## config.mk

```make
export PLATFORM = sky130hd
export DESIGN_NAME = clock_mode_ctrl
export DESIGN_NICKNAME = d
export VERILOG_FILES = /design/src/rtl/clock_ctrl_pkg.sv /design/src/rtl/btn_debounce.sv /design/src/rtl/clock_mode_ctrl.sv
export SDC_FILE = /design/constraint.sdc
export NUM_CORES = 1
export LEC_CHECK = 0
export BUFFER_PORTS_ARGS = -buffer_cell sky130_fd_sc_hd__buf_2
export CORE_MARGIN = 1.5
export CORE_UTILIZATION = 50
export DETAILED_ROUTE_END_ITERATION = 10
export HOLD_SLACK_MARGIN = 0.03
export PLACE_DENSITY_LB_ADDON = 0.08
export SLEW_MARGIN = 5
export SYNTH_ARGS = -nofsm -noshare
export SYNTH_HDL_FRONTEND = slang
export SYNTH_SLANG_ARGS = --single-unit
```

## constraint.sdc

```tcl
create_clock -name clk_i -period 4.6 [get_ports clk_i]
set_input_delay 0 -clock clk_i [delete_from_list [all_inputs] [get_ports clk_i]]
set_output_delay 0 -clock clk_i [all_outputs]
set_load 0.005 [all_outputs]
```

## src/rtl/clock_ctrl_pkg.sv

```systemverilog
// Shared types and constants for the digital-clock mode/alarm controller.
package clock_ctrl_pkg;

  localparam int unsigned TIME_W   = 6;
  localparam int unsigned MAX_HOUR = 23;
  localparam int unsigned MAX_MIN  = 59;

  typedef enum logic [2:0] {
    RUN    = 3'd0,
    SET_H  = 3'd1,
    SET_M  = 3'd2,
    SET_AH = 3'd3,
    SET_AM = 3'd4
  } mode_e;

  typedef enum logic [1:0] {
    SND_NONE  = 2'd0,
    SND_CHIME = 2'd1,
    SND_ALARM = 2'd2
  } snd_e;

  typedef struct packed {
    logic [TIME_W-1:0] hour;
    logic [TIME_W-1:0] minute;
  } hm_t;

  // Increment with wrap to zero past the given maximum.
  function automatic logic [TIME_W-1:0] wrap_inc(input logic [TIME_W-1:0] v,
                                                 input logic [TIME_W-1:0] max_v);
    return (v >= max_v) ? '0 : v + TIME_W'(1);
  endfunction

  function automatic mode_e next_mode(input mode_e m);
    case (m)
      RUN:     return SET_H;
      SET_H:   return SET_M;
      SET_M:   return SET_AH;
      SET_AH:  return SET_AM;
      default: return RUN;
    endcase
  endfunction

endpackage

```

## src/rtl/btn_debounce.sv

```systemverilog
// Two-flop synchroniser plus stable-count debouncer; one press pulse per accepted press.
module btn_debounce #(
  parameter int unsigned DEB_CYCLES = 2000000
) (
  input  logic clk_i,
  input  logic rst_ni,
  input  logic btn_i,
  output logic press_o
);

  localparam int unsigned CNT_W = $clog2(DEB_CYCLES + 1);

  logic             sync1_q, sync2_q;
  logic             stable_q, stable_d;
  logic [CNT_W-1:0] cnt_q, cnt_d;
  logic             press_q, press_d;

  // Count consecutive cycles that disagree with the accepted level.
  always_comb begin
    stable_d = stable_q;
    cnt_d    = '0;
    press_d  = 1'b0;
    if (sync2_q != stable_q) begin
      if (cnt_q == CNT_W'(DEB_CYCLES - 1)) begin
        stable_d = sync2_q;
        press_d  = sync2_q;
      end else begin
        cnt_d = cnt_q + CNT_W'(1);
      end
    end
  end

  always_ff @(posedge clk_i or negedge rst_ni) begin
    if (!rst_ni) begin
      sync1_q  <= 1'b0;
      sync2_q  <= 1'b0;
      stable_q <= 1'b0;
      cnt_q    <= '0;
      press_q  <= 1'b0;
    end else begin
      sync1_q  <= btn_i;
      sync2_q  <= sync1_q;
      stable_q <= stable_d;
      cnt_q    <= cnt_d;
      press_q  <= press_d;
    end
  end

  assign press_o = press_q;

endmodule

```

## src/rtl/clock_mode_ctrl.sv

```systemverilog
// Mode sequencing, time/alarm setting, alarm ring with snooze and hourly chime
// arbitration for the digital clock.
module clock_mode_ctrl
  import clock_ctrl_pkg::*;
#(
  parameter int unsigned DEB_CYCLES    = 2000000,
  parameter int unsigned BLINK_CYCLES  = 25000000,
  parameter int unsigned RING_SECONDS  = 60,
  parameter int unsigned SNOOZE_MIN    = 5,
  parameter int unsigned CHIME_SECONDS = 2,
  parameter int unsigned ALARM_RST_H   = 7,
  parameter int unsigned ALARM_RST_M   = 0
) (
  input  logic              clk_i,
  input  logic              rst_ni,
  input  logic              btn_mode_i,
  input  logic              btn_adj_i,
  input  logic              btn_stop_i,
  input  logic              alarm_en_i,
  input  logic [TIME_W-1:0] hour_i,
  input  logic [TIME_W-1:0] minute_i,
  input  logic [TIME_W-1:0] second_i,
  output logic              inc_hour_o,
  output logic              inc_min_o,
  output logic [2:0]        mode_o,
  output logic              show_alarm_o,
  output logic [2:0]        blink_mask_o,
  output logic [TIME_W-1:0] alarm_hour_o,
  output logic [TIME_W-1:0] alarm_minute_o,
  output logic              ringing_o,
  output logic [1:0]        snd_sel_o
);

  localparam int unsigned RING_W  = $clog2(RING_SECONDS + 1);
  localparam int unsigned BLINK_W = $clog2(BLINK_CYCLES + 1);
  localparam int unsigned SUM_W   = TIME_W + 1;

  logic mode_p, adj_p, stop_p;

  btn_debounce #(.DEB_CYCLES(DEB_CYCLES)) u_deb_mode (
    .clk_i(clk_i), .rst_ni(rst_ni), .btn_i(btn_mode_i), .press_o(mode_p));
  btn_debounce #(.DEB_CYCLES(DEB_CYCLES)) u_deb_adj (
    .clk_i(clk_i), .rst_ni(rst_ni), .btn_i(btn_adj_i), .press_o(adj_p));
  btn_debounce #(.DEB_CYCLES(DEB_CYCLES)) u_deb_stop (
    .clk_i(clk_i), .rst_ni(rst_ni), .btn_i(btn_stop_i), .press_o(stop_p));

  mode_e              mode_q, mode_d;
  hm_t                alarm_q, alarm_d;
  hm_t                snooze_q, snooze_d;
  logic               snooze_pend_q, snooze_pend_d;
  logic               ringing_q, ringing_d;
  logic [RING_W-1:0]  ring_cnt_q, ring_cnt_d;
  logic [BLINK_W-1:0] blink_cnt_q, blink_cnt_d;
  logic               blink_ph_q, blink_ph_d;
  logic [TIME_W-1:0]  second_q;
  logic               inc_hour_q, inc_hour_d;
  logic               inc_min_q, inc_min_d;
  logic               show_alarm_q, show_alarm_d;
  logic [2:0]         blink_mask_q, blink_mask_d;
  snd_e               snd_sel_q, snd_sel_d;

  logic               sec_tick_c;
  logic               alarm_match_c, snooze_match_c, trigger_c, chime_c;
  logic [SUM_W-1:0]   min_sum_c;
  hm_t                snooze_tgt_c;

  assign sec_tick_c     = (second_i != second_q);
  assign alarm_match_c  = (hour_i == alarm_q.hour) && (minute_i == alarm_q.minute);
  assign snooze_match_c = snooze_pend_q && (hour_i == snooze_q.hour) &&
                          (minute_i == snooze_q.minute);
  // A simultaneous mode press wins over the trigger so ringing never starts outside RUN.
  assign trigger_c      = (mode_q == RUN) && alarm_en_i && !ringing_q && !mode_p &&
                          sec_tick_c && (second_i == '0) && (alarm_match_c || snooze_match_c);
  assign chime_c        = (mode_q == RUN) && !ringing_q && (minute_i == '0) &&
                          (second_i < TIME_W'(CHIME_SECONDS));

  // Snooze target: current time plus offset, minute overflow carried into the hour.
  assign min_sum_c = {1'b0, minute_i} + SUM_W'(SNOOZE_MIN);
  always_comb begin
    snooze_tgt_c.hour   = hour_i;
    snooze_tgt_c.minute = TIME_W'(min_sum_c);
    if (min_sum_c > SUM_W'(MAX_MIN)) begin
      snooze_tgt_c.minute = TIME_W'(min_sum_c - SUM_W'(MAX_MIN + 1));
      snooze_tgt_c.hour   = wrap_inc(hour_i, TIME_W'(MAX_HOUR));
    end
  end

  // Mode FSM next state; a mode press while ringing only stops the alarm.
  always_comb begin
    mode_d = mode_q;
    if (mode_p && !ringing_q) begin
      mode_d = next_mode(mode_q);
    end
  end

  // Alarm, snooze, ring and adjust handling.
  always_comb begin
    alarm_d       = alarm_q;
    snooze_d      = snooze_q;
    snooze_pend_d = snooze_pend_q;
    ringing_d     = ringing_q;
    ring_cnt_d    = ring_cnt_q;
    inc_hour_d    = 1'b0;
    inc_min_d     = 1'b0;

    if (ringing_q) begin
      if (stop_p || mode_p || !alarm_en_i) begin
        ringing_d     = 1'b0;
        snooze_pend_d = 1'b0;
      end else if (adj_p && (mode_q == RUN)) begin
        ringing_d     = 1'b0;
        snooze_pend_d = 1'b1;
        snooze_d      = snooze_tgt_c;
      end else if (sec_tick_c) begin
        ring_cnt_d = ring_cnt_q + RING_W'(1);
        if (ring_cnt_d == RING_W'(RING_SECONDS)) begin
          ringing_d = 1'b0;
        end
      end
    end else if (trigger_c) begin
      ringing_d  = 1'b1;
      ring_cnt_d = '0;
      if (snooze_match_c) begin
        snooze_pend_d = 1'b0;
      end
    end

    if (adj_p) begin
      case (mode_q)
        SET_H:   inc_hour_d = 1'b1;
        SET_M:   inc_min_d  = 1'b1;
        SET_AH:  alarm_d.hour   = wrap_inc(alarm_q.hour, TIME_W'(MAX_HOUR));
        SET_AM:  alarm_d.minute = wrap_inc(alarm_q.minute, TIME_W'(MAX_MIN));
        default: ;
      endcase
    end
  end

  // Blink phase, display controls and speaker selection.
  always_comb begin
    blink_cnt_d = blink_cnt_q + BLINK_W'(1);
    blink_ph_d  = blink_ph_q;
    if (mode_d != mode_q) begin
      blink_cnt_d = '0;
      blink_ph_d  = 1'b0;
    end else if (blink_cnt_q == BLINK_W'(BLINK_CYCLES - 1)) begin
      blink_cnt_d = '0;
      blink_ph_d  = ~blink_ph_q;
    end

    show_alarm_d = (mode_d == SET_AH) || (mode_d == SET_AM);
    case (mode_d)
      SET_H, SET_AH: blink_mask_d = {blink_ph_d, 2'b00};
      SET_M, SET_AM: blink_mask_d = {1'b0, blink_ph_d, 1'b0};
      default:       blink_mask_d = 3'b000;
    endcase

    if (ringing_q) begin
      snd_sel_d = SND_ALARM;
    end else if (chime_c) begin
      snd_sel_d = SND_CHIME;
    end else begin
      snd_sel_d = SND_NONE;
    end
  end

  always_ff @(posedge clk_i or negedge rst_ni) begin
    if (!rst_ni) begin
      mode_q         <= RUN;
      alarm_q.hour   <= TIME_W'(ALARM_RST_H);
      alarm_q.minute <= TIME_W'(ALARM_RST_M);
      snooze_q       <= '0;
      snooze_pend_q  <= 1'b0;
      ringing_q      <= 1'b0;
      ring_cnt_q     <= '0;
      blink_cnt_q    <= '0;
      blink_ph_q     <= 1'b0;
      second_q       <= '0;
      inc_hour_q     <= 1'b0;
      inc_min_q      <= 1'b0;
      show_alarm_q   <= 1'b0;
      blink_mask_q   <= 3'b000;
      snd_sel_q      <= SND_NONE;
    end else begin
      mode_q         <= mode_d;
      alarm_q        <= alarm_d;
      snooze_q       <= snooze_d;
      snooze_pend_q  <= snooze_pend_d;
      ringing_q      <= ringing_d;
      ring_cnt_q     <= ring_cnt_d;
      blink_cnt_q    <= blink_cnt_d;
      blink_ph_q     <= blink_ph_d;
      second_q       <= second_i;
      inc_hour_q     <= inc_hour_d;
      inc_min_q      <= inc_min_d;
      show_alarm_q   <= show_alarm_d;
      blink_mask_q   <= blink_mask_d;
      snd_sel_q      <= snd_sel_d;
    end
  end

  assign inc_hour_o     = inc_hour_q;
  assign inc_min_o      = inc_min_q;
  assign mode_o         = mode_q;
  assign show_alarm_o   = show_alarm_q;
  assign blink_mask_o   = blink_mask_q;
  assign alarm_hour_o   = alarm_q.hour;
  assign alarm_minute_o = alarm_q.minute;
  assign ringing_o      = ringing_q;
  assign snd_sel_o      = snd_sel_q;

endmodule

```

==> flow_summary_export.csv, run 1 <==
group,metric,value,unit
outcome,status,"finished clean",
synthesis,async_flop_share,1.00,
timing,tns,0,ns
worst_setup_path,worstPathCellList,"dlygate4sd3_1 -> buf_2 -> ha_1 -> xor2_1 -> ha_1 -> nand3_1 -> mux2_2 -> o32ai_2 -> o32ai_1 -> a21oi_1 -> dlygate4sd3_1",
clock_tree,insertion_delay,0.42,ns
placed_design,hpwl,10500,microns
synthesis,seq_area_frac_synth,0.489,
die,die_w,127,microns
clock_tree,cts.reportedPaths.clkPinSlew,0.06,ns
global_routing,grt_antenna_before_repair,0,
clock_tree,cts-root-buf,"clkbuf_16",
power_and_ir_drop,p_per_area,335,nW/um^2
route,vias,5564,
timing,rsz0062_at_grt,"no",
route,wl_per_cell,15.0,microns
die,die_y,127,microns
power_and_ir_drop,peakVddDrop,271,uV
worst_setup_path,cp_max_fo,17,
route,drt_iter0_markers,265,
die,design.core.area,14700,sq um
clock_tree,clockBufferDepth,2,
route,ant_nets,0,
global_routing,grt_max_degree,110,
placed_design,place_inst,977,
synthesis,ys_warn_count,0,
finish,num_antenna_cells,0,
route,drtPass1Iterations,5,
worst_setup_path,crit_arrival,3.26,ns
clock_tree,cts_setup_buffers,0,
global_routing,gr-total-overflow,0,
finish,drive_gt1_frac,0.118,
timing,fmax,0.344,GHz
timing,period_needed,2.91,ns
worst_setup_path,start_kind,"primary input",
worst_setup_path,required,4.95,ns
power_and_ir_drop,p_leak,3.86,nW
synthesis,syn-cell-area,7630,sq um
placed_design,preCtsSetupSlack,2.13,ns
finish,layout.cells.non_filler,1028,
global_routing,grt_pass1_wl,27100,microns
worst_setup_path,crit_type,"primary input to flop",
timing,hold_violations,0,
worst_setup_path,max_stage_delay,0.56,ns
route,route.detailed.drc,0,
finish,final_util,0.597,
synthesis,synth.avg_cell_area,9.87,sq um
finish,nets,869,
timing,fin_skew,0.00841,ns
timing,hold_ws,0.0802,ns
flow_run,maxCapViolCount,0,
global_routing,grt_pass1_vias,5632,
synthesis,yosys.cell_types.count,64,
die,core.rowCount,44,
clock_tree,cts_tree,"yes",
timing,layout_setup_ws,1.69,ns
synthesis,synthCells,773,
clock_tree,cts_resized,0,
synthesis,ys_ff_latch,149,
timing,relSlewSlack,0.323,
die,ios,48,
timing,fin_crit_sh,0.632,
synthesis,synth.net_count,811,
die,die_area,16000,sq um
route,vias_per_cell,5.41,
worst_hold_path,hp-class,"primary input to flop",
worst_setup_path,crit_slowest_cell,"dlygate4sd3_1",
timing,drv_slew,0,
finish,fill_cells,1247,
synthesis,synth_flop_cell,"dfrtp_1",
clock_tree,htree_levels,4,
finish,syn_to_final_growth,15.1,%
synthesis,synth_edf_count,0,
clock_tree,numCtsBuffers,17,
clock_tree,ctsHoldBuffers,19,
timing,finalSetupViolations,0,
route,routed_wl,15400,microns
placed_design,io_buffers,46,
timing,tightestPinTransition,1.01,ns
clock_tree,clock-sinks,149,
worst_setup_path,end_kind,"flop",
global_routing,grt_use_total,0.210,
placed_design,place_congestion,0.814,
die,start_util,0.519,
[worst max-delay path, delay by kind of cell]
kind | cells | cell delay [ns]
AO/OA/AOI/OAI | 3 | 0.91
buffers and inverters | 3 | 1.27
XOR/XNOR | 1 | 0.23
multiplexers | 1 | 0.30
AND/OR/NAND/NOR | 1 | 0.08
adder cells (fa/ha/maj) | 2 | 0.48
[area by class of cell]
type / instances / area (sq um) / share of cell area
Sequential cell: 149 / 3730 / 0.425
Multi-Input combinational cell: 583 / 3700 / 0.421
Clock buffer: 25 / 515 / 0.0587
Timing Repair Buffer: 66 / 434 / 0.0495
Tap cell: 184 / 230 / 0.0262
Clock inverter: 7 / 116 / 0.0133
Inverter: 14 / 52.6 / 0.00599
[metal layers]
layer | part of all wire | vias up | global-route usage
met2 | 0.46 | 98 | 0.325
met4 | 0.0089 | 0 | 0.0710
met5 | 0 | - | 0
li1 | - | 2773 | -
met1 | 0.50 | 2677 | 0.295
met3 | 0.031 | 16 | 0.0477
[cell families after synthesis]
family	Yosys count	share of synthesized area
and+or+nand+nor	373	0.250
other	1	0.000492
xor gates and xnor gates	120	0.138
muxes	6	0.00870
adders and majority gates	14	0.0230
AOI/OAI and AO/OA	69	0.0651
DFF	149	0.489
buffers and inverters	41	0.0259
[where the power goes]
group | internal, W | switching, W | leakage (nW)
logic | 0.0000540 | 0.0000922 | 1.53
registers | 0.00132 | 0.00000927 | 2.02
clock network | 0.000940 | 0.000520 | 0.309
[path summary, 6_finish.rpt]
check | from | end | slack, ns | depth (start not counted)
max | minute_i[0] | snooze_q[10] | 1.69 | 11
min | minute_i[2] | snd_sel_o[0] | 0.08 | 3
max reg2reg | u_deb_mode.cnt_q[0] | u_deb_mode.cnt_q[13] | 2.15 | 6
min reg2reg | u_deb_stop.sync1_q | u_deb_stop.sync2_q | 0.35 | 0
max in group asynchronous | rst_ni | u_deb_mode.cnt_q[19] | 3.22 | 3
min in group asynchronous | rst_ni | snooze_q[5] | 0.27 | 2
[sequential cells by signal, summed over array words and instances (netlist names), 2 cells and up]
| name | flops |
|---|---|
| u_deb_stop.cnt_q | 21 |
| alarm_hour_o | 6 |
| ring_cnt_q | 6 |
| u_deb_mode.cnt_q | 21 |
| blink_cnt_q | 25 |
| alarm_minute_o | 6 |
| blink_mask_o | 2 |
| u_deb_adj.cnt_q | 21 |
| snooze_q | 12 |
| snd_sel_o | 2 |
| second_q | 6 |
| mode_o | 3 |
[Yosys cell counts (all sizes together), types with 11 or more instances]
library cell / instances / share of area
ha: 14 / 0.023
buf: 15 / 0.013
nand4: 26 / 0.022
nand3: 43 / 0.028
nand2b: 11 / 0.0090
dfrtp: 146 / 0.48
and3: 13 / 0.011
nand2: 65 / 0.032
xor2: 46 / 0.053
clkbuf: 12 / 0.0059
inv: 14 / 0.0069
nor3: 22 / 0.014
nor4: 11 / 0.0098
nor2: 118 / 0.058
and4: 11 / 0.013
o21ai: 19 / 0.012
xnor2: 74 / 0.085
[per-stage QoR]
step | total power, W | instance area (sq um)
floorplan | 0.00144 | 7630
global placement | 0.00149 | 7960
detailed placement | 0.00149 | 7960
CTS | 0.00297 | 8780
global route | 0.00305 | 8780
finish | 0.00294 | 8780
[layout by cell type, fill, tap and decap left out, types with 4 or more instances in the layout]
cell type and instances:
a21o_1 7, a21oi_1 7, a31oi_1 5, and2_1 7, and3_1 13, and4_1 11
buf_2 45, clkbuf_16 17, clkbuf_8 6, dfrtp_1 146, dlygate4sd3_1 19, ha_1 14
inv_1 14, mux2_2 4, nand2_1 65, nand2b_1 11, nand3_1 43, nand3b_1 4
nand4_1 25, nor2_1 118, nor2b_1 6, nor3_1 22, nor3b_1 8, nor4_1 10
nor4b_1 4, o21ai_0 13, o21ai_1 6, o22ai_1 4, o31ai_1 5, or2_2 5
or3_1 4, or4_1 6, xnor2_1 74, xor2_1 46
No activity file was read; power rests on OpenSTA's default activity.
==> run 2, diff against run 1 <==
Clock period 4.6 ns to 2.7 ns, I/O delays scaled along.
==> run 2 against run 1 <==
  * Design area is 0.38% higher
  * Largest cell class unchanged
  * Critical path depth decreased by 1
  * First-iteration DRC count rose by 9.8%
  * Register-to-register slack lost 1.6 ns
  * Worst setup slack got worse by 1.3 ns
  * Core utilization up 0.23 points
  * Clock power is 66% higher
  * Largest power group unchanged
  * Die area did not move
  * Critical path type unchanged
  * Sequential share of layout area down 0.16 points
  * Clock skew increased by 0.0012 ns
  * Wire length down 0.99%
==> flow_summary_export.csv, run 2 (synthesis results as in run 1) <==
group,metric,value,unit
global_routing,grt_antenna_before_repair,0,
worst_hold_path,hp-class,"primary input to flop",
finish,nets,875,
placed_design,io_buffers,46,
clock_tree,htree_levels,4,
power_and_ir_drop,p_leak,3.87,nW
worst_setup_path,regToRegStartpoint,"u_deb_mode.cnt_q[0]",
finish,largest_reg_flops,25,
power_and_ir_drop,power_switching,0.00110,W
timing,drv_slew,0,
worst_setup_path,cp_max_fo,17,
die,ios,48,
die,core.rowCount,44,
placed_design,hpwl,10500,microns
timing,relSlewSlack,0.328,
power_and_ir_drop,p_per_area,563,nW/um^2
worst_setup_path,reg2regPathDepth,7,
finish,fill_cells,1237,
timing,period_needed,2.32,ns
die,start_util,0.519,
finish,final_util,0.599,
power_and_ir_drop,seq_power_share,0.458,
timing,hold_ws,0.0597,ns
power_and_ir_drop,combinationalPowerShare,0.052,
clock_tree,cts_resized,0,
clock_tree,clockBufferDepth,2,
timing,fin_crit_sh,0.861,
timing,finalSetupViolations,0,
timing,tightestPinTransition,1.01,ns
route,ant_nets,0,
worst_setup_path,crit_start,"minute_i[0]",
clock_tree,clock-sinks,149,
global_routing,use_met1,0.282,
global_routing,grt_use_total,0.206,
route,route.detailed.drc,0,
clock_tree,insertion_delay,0.42,ns
global_routing,busiest_layer,"met2",
die,die_area,16000,sq um
global_routing,grt_max_degree,71,
route,vias_per_cell,5.42,
worst_hold_path,hold_depth,3,
finish,syn_to_final_growth,15.5,%
timing,fmax,0.430,GHz
flow_run,maxCapViolCount,0,
power_and_ir_drop,peakVddDrop,656,uV
route,drtPass1Iterations,4,
global_routing,grt_pass1_vias,5662,
power_and_ir_drop,internal-power,0.00386,W
finish,layout_common_cells,"146 x dfrtp_1, 118 x nor2_1, 74 x xnor2_1",
clock_tree,cts.reportedPaths.clkPinSlew,0.06,ns
timing,hold_violations,0,
worst_setup_path,required,3.03,ns
timing,fin_skew,0.00965,ns
route,routed_wl,15300,microns
route,drt_iter0_markers,291,
global_routing,grt_use_met3,0.0472,
power_and_ir_drop,p_sw_frac,0.221,
die,die_w,127,microns
worst_setup_path,end_kind,"flop",
global_routing,grt_pass1_wl,26700,microns
finish,num_antenna_cells,0,
global_routing,grt_use_met2,0.328,
finish,drive_gt1_frac,0.125,
worst_setup_path,start_kind,"primary input",
power_and_ir_drop,clkPwrFrac,0.491,
timing,rsz0062_at_grt,"no",
worst_hold_path,hp-start,"minute_i[2]",
finish,final_common_cell,"dfrtp_1",
clock_tree,cts-root-buf,"clkbuf_16",
die,die_y,127,microns
route,vias,5606,
clock_tree,cts_setup_buffers,0,
power_and_ir_drop,power,0.00496,W
clock_tree,ctsHoldBuffers,18,
placed_design,place_congestion,0.810,
worst_setup_path,crit_arrival,2.65,ns
global_routing,gr-total-overflow,0,
finish,largest-register,"blink_cnt_q",
route,wl_per_cell,14.8,microns
outcome,status,"finished clean",
worst_setup_path,crit_type,"primary input to flop",
clock_tree,cts_tree,"yes",
die,design.core.area,14700,sq um
timing,tns,0,ns
clock_tree,numCtsBuffers,17,
-- run 2: cell types whose count changed in the layout (fill, tap and decap cells not counted), sizes merged --
cell | previous run | this run
buf | 47 | 54
clkbuf | 25 | 22
clkinvlp | 1 | 4
clkinv | 3 | 1
inv | 14 | 16
dlygate4sd3 | 19 | 18
-- run 2: area by class of cell --
cell class | instances | area (sq um) | share of cell area
flip-flops and latches | 149 | 3730 | 0.424
multi-input cells | 583 | 3700 | 0.419
repair buffers | 72 | 489 | 0.0555
clock buffers | 22 | 464 | 0.0527
well taps | 184 | 230 | 0.0261
clock inverters | 10 | 146 | 0.0166
inverters | 14 | 52.6 | 0.00596
-- run 2: power groups by stage --
stage	clock, W	combinational [W]	sequential [W]
final	0.00243	0.000257	0.00227
after floorplan	0	0.000140	0.00231
after global routing	0.00258	0.000290	0.00227
after detailed placement	0	0.000239	0.00231
after CTS	0.00248	0.000261	0.00227
after global placement	0	0.000234	0.00231
-- run 2: final timing paths --
check	endpoint	slack, ns
max	snooze_q[4]	0.38
min	snd_sel_o[0]	0.06
max reg2reg	u_deb_mode.cnt_q[14]	0.54
min reg2reg	u_deb_mode.sync2_q	0.36
max in group asynchronous	u_deb_stop.stable_q	1.74
min in group asynchronous	snooze_q[5]	0.15
-- run 2: worst max-delay path: stages --
cell and delay (ns):
dlygate4sd3_1 0.52, buf_2 0.18, ha_1 0.26, xor2_1 0.23, ha_1 0.20, nand3_1 0.07, mux2_2 0.29, o32ai_2 0.53
nor4_1 0.11, o31ai_1 0.26
-- run 2: per-stage QoR --
step	area, sq um	cells	setup WS [ns]
after global routing	8810	1034	0.103
after detailed placement	8020	984	0.529
final	8810	1034	0.376
after CTS	8810	1034	0.421
after floorplan	7630	773	0.788
after global placement	8020	984	0.628
-- run 2: metal layers --
metal / part of all wire / vias up
li1: - / 2796
met1: 0.49 / 2695
met2: 0.46 / 88
met3: 0.031 / 27
met4: 0.018 / 0
met5: 0 / -
==> run 3, diff against run 2 <==
Settings changed: CORE_UTILIZATION 50 to 33, SYNTH_HIERARCHICAL set to 1.
==> run 3 against run 2 <==
  * Fmax down 7.7%
  * Design area up 7.1%
  * Worst setup slack worse by 0.19 ns
  * Clock-buffer cell count down 1
  * Core utilization down 20 points
  * Largest power group unchanged
  * Sequential share of layout area down 2.8 points
  * Clock skew about the same
  * Combinational power up 5%
  * Die area up 58%
  * Synthesized cell count up 4.7%
  * Clock power about the same
  * Largest cell class is now multi-input gates
  * First-iteration DRC count down 3.1%
==> flow_summary_export.csv, run 3 <==
group,metric,value,unit
outcome,status,"finished clean",
power_and_ir_drop,clkPwrFrac,0.489,
global_routing,gr-total-overflow,0,
die,design.core.area,23600,sq um
synthesis,synth.net_count,847,
global_routing,grt_antenna_before_repair,1,
finish,layout_common_cells,"146 x dfrtp_1, 78 x nor2_1, 77 x nand2_1",
finish,final_util,0.400,
timing,hold_violations,0,
worst_hold_path,hp-class,"primary input to flop",
worst_setup_path,critPathTopFamily,"simple AND/OR/NAND/NOR gates",
synthesis,synth-xor-area-share,0.105,
route,wl_per_cell,15.4,microns
synthesis,synth_edf_count,0,
global_routing,grt_pass1_wl,31800,microns
die,ios,48,
timing,drv_slew,0,
synthesis,synth_mux_area_frac,0.00687,
worst_setup_path,end_kind,"flop",
worst_setup_path,worstPathCellList,"or4b_1 -> or4_1 -> nor4_2 -> or2_2 -> nor2_1",
timing,fin_skew,0.00952,ns
synthesis,synth_most_common_cell,"dfrtp_1",
clock_tree,cts_tree,"yes",
worst_setup_path,crit_arrival,2.80,ns
route,vias_per_cell,5.06,
finish,drive_gt1_frac,0.154,
power_and_ir_drop,p_sw_frac,0.227,
global_routing,grt_use_total,0.154,
timing,relSlewSlack,0.484,
finish,largest_reg_flops,25,
timing,hold_ws,0.0488,ns
clock_tree,htree_levels,4,
power_and_ir_drop,seq_power_share,0.457,
power_and_ir_drop,peakVddDrop,327,uV
synthesis,synth_flop_cell,"dfrtp_1",
synthesis,async_flop_share,1.00,
global_routing,grt_max_degree,79,
clock_tree,cts.reportedPaths.clkPinSlew,0.06,ns
synthesis,ys_top_cells_by_area,"dfrtp_1 46%, xnor2_1 5.8%, xor2_1 4.7%",
finish,nets,920,
timing,finalSetupViolations,0,
route,route.detailed.drc,0,
clock_tree,clock-sinks,149,
worst_setup_path,crit_type,"flop to flop",
worst_setup_path,crit_slowest_cell,"or4b_1",
worst_setup_path,start_kind,"flop",
finish,fin_area,9440,sq um
finish,fill_cells,2357,
finish,largest-register,"blink_cnt_q",
route,drt_iter0_markers,282,
synthesis,yosys.cell_types.count,69,
timing,fmax,0.397,GHz
worst_setup_path,cp_max_fo,25,
clock_tree,clockBufferDepth,2,
die,die_w,159,microns
power_and_ir_drop,p_per_area,527,nW/um^2
power_and_ir_drop,internal-power,0.00384,W
worst_setup_path,required,2.98,ns
synthesis,seq_area_frac_synth,0.466,
synthesis,yosys.area_share.simple,0.271,
worst_setup_path,max_stage_delay,0.53,ns
flow_run,maxCapViolCount,0,
timing,tightestPinTransition,0.774,ns
timing,period_needed,2.52,ns
route,drtPass1Iterations,4,
die,start_util,0.339,
finish,final_common_cell,"dfrtp_1",
power_and_ir_drop,combinationalPowerShare,0.054,
clock_tree,cts-root-buf,"clkbuf_16",
synthesis,syn-cell-area,8010,sq um
timing,rsz0062_at_grt,"no",
synthesis,synth_top_area_share,0.456,
synthesis,synthCells,809,
die,die_y,159,microns
timing,tns,0,ns
clock_tree,insertion_delay,0.42,ns
die,core.rowCount,56,
power_and_ir_drop,power,0.00497,W
synthesis,ys_ff_latch,149,
power_and_ir_drop,p_leak,4.05,nW
placed_design,place_congestion,0.779,
synthesis,synth_top_family_by_area,"simple AND/OR/NAND/NOR gates",
synthesis,synth_fa_ha_area_frac,0.0231,
global_routing,grt_pass1_vias,6196,
route,routed_wl,18700,microns
placed_design,dpl_cell_area,8650,sq um
power_and_ir_drop,power_switching,0.00113,W
synthesis,synth.avg_cell_area,9.90,sq um
synthesis,synth_top_area_cell,"dfrtp_1",
route,ant_nets,0,
placed_design,io_buffers,46,
synthesis,synth-compound-area-share,0.103,
synthesis,ys_warn_count,6,
finish,syn_to_final_growth,17.9,%
die,die_area,25200,sq um
route,vias,6151,
worst_setup_path,path_buf_inv,0,
synthesis,synth_commonest_cells,"146 x dfrtp_1, 78 x nor2_1, 77 x nand2_1",
placed_design,hpwl,13000,microns
timing,fin_crit_sh,0.932,
clock_tree,numCtsBuffers,17,
==> run 3: changes by cell type after synthesis, moves of 5 or more <==
cell	before	now
clkbuf_1	12	19
and2_1	7	16
nor2_1	118	78
nor3_1	22	11
a21oi_1	7	30
o21ai_1	6	0
o21ai_0	13	45
nand4b_1	0	5
xnor2_1	74	53
nand2_1	65	77
or3_1	4	15
buf_2	8	1
==> run 3: per-layer routing <==
metal,GRT usage,share of wire
met1,0.207,0.48
met2,0.250,0.47
met3,0.0347,0.032
met4,0.0407,0.012
met5,0,0
==> run 3: layout make-up <==
type                       instances  area, sq um  share of cell area
antenna                            1         2.50            0.000265
clock buffer                      21          450              0.0477
clock inverter                    11          150              0.0159
inverter                          15         56.3             0.00596
multi-input combinational        618         4090               0.433
sequential                       149         3730               0.395
tap                              319          399              0.0423
timing repair buffer              81          559              0.0592
==> run 3: power by group through the flow <==
stage / Clock [W] / Combinational (W) / Sequential, W
3_3_place_gp: 0 / 0.000248 / 0.00231
4_1_cts: 0.00252 / 0.000278 / 0.00227
2_1_floorplan: 0 / 0.000130 / 0.00231
3_5_place_dp: 0 / 0.000251 / 0.00231
6_report: 0.00243 / 0.000269 / 0.00227
5_1_grt: 0.00262 / 0.000304 / 0.00227
==> run 3: what timing repair did <==
item	in CTS	in global routing
hold endpoints to repair	91	0
resized for setup	0	0
hold buffers	19	0
buffers inserted	0	0
==> run 3: cells by family (layout without fill, tap and decap cells) <==
family / after synthesis / count (layout)
xor gates and xnor gates: 96 / 96
AOI/OAI and AO/OA: 122 / 122
muxes: 4 / 4
other: 1 / 2
DFF: 149 / 149
and+or+nand+nor: 380 / 380
buffers and inverters: 42 / 128
adders and majority gates: 15 / 15
==> run 3: path summary, 6_finish.rpt <==
kind                       cells after the start            endpoint          startpoint  slack [ns]
setup reg to reg                               5     blink_cnt_q[23]     blink_cnt_q[15]        0.18
max in group asynchronous                      3  u_deb_stop/press_o              rst_ni        1.62
hold reg to reg                                0  u_deb_mode/sync2_q  u_deb_mode/sync1_q        0.35
min in group asynchronous                      2         snooze_q[0]              rst_ni        0.21
setup / recovery                               5     blink_cnt_q[23]     blink_cnt_q[15]        0.18
hold / removal                                 3        snd_sel_o[0]         minute_i[2]        0.05
==> run 3: through the flow <==
stage	std cells	setup slack [ns]
detailed placement	1163	0.176
finish	1215	0.184
global route	1215	0.0228
floorplan	809	0.467
global placement	1163	0.279
CTS	1214	0.171
==> run 3: worst reg2reg max path: stages (launching register included) <==
cell,delay [ns]
dfrtp_1,0.41
or4b_1,0.53
or4_1,0.50
nor4_2,0.33
or2_2,0.50
nor2_1,0.12
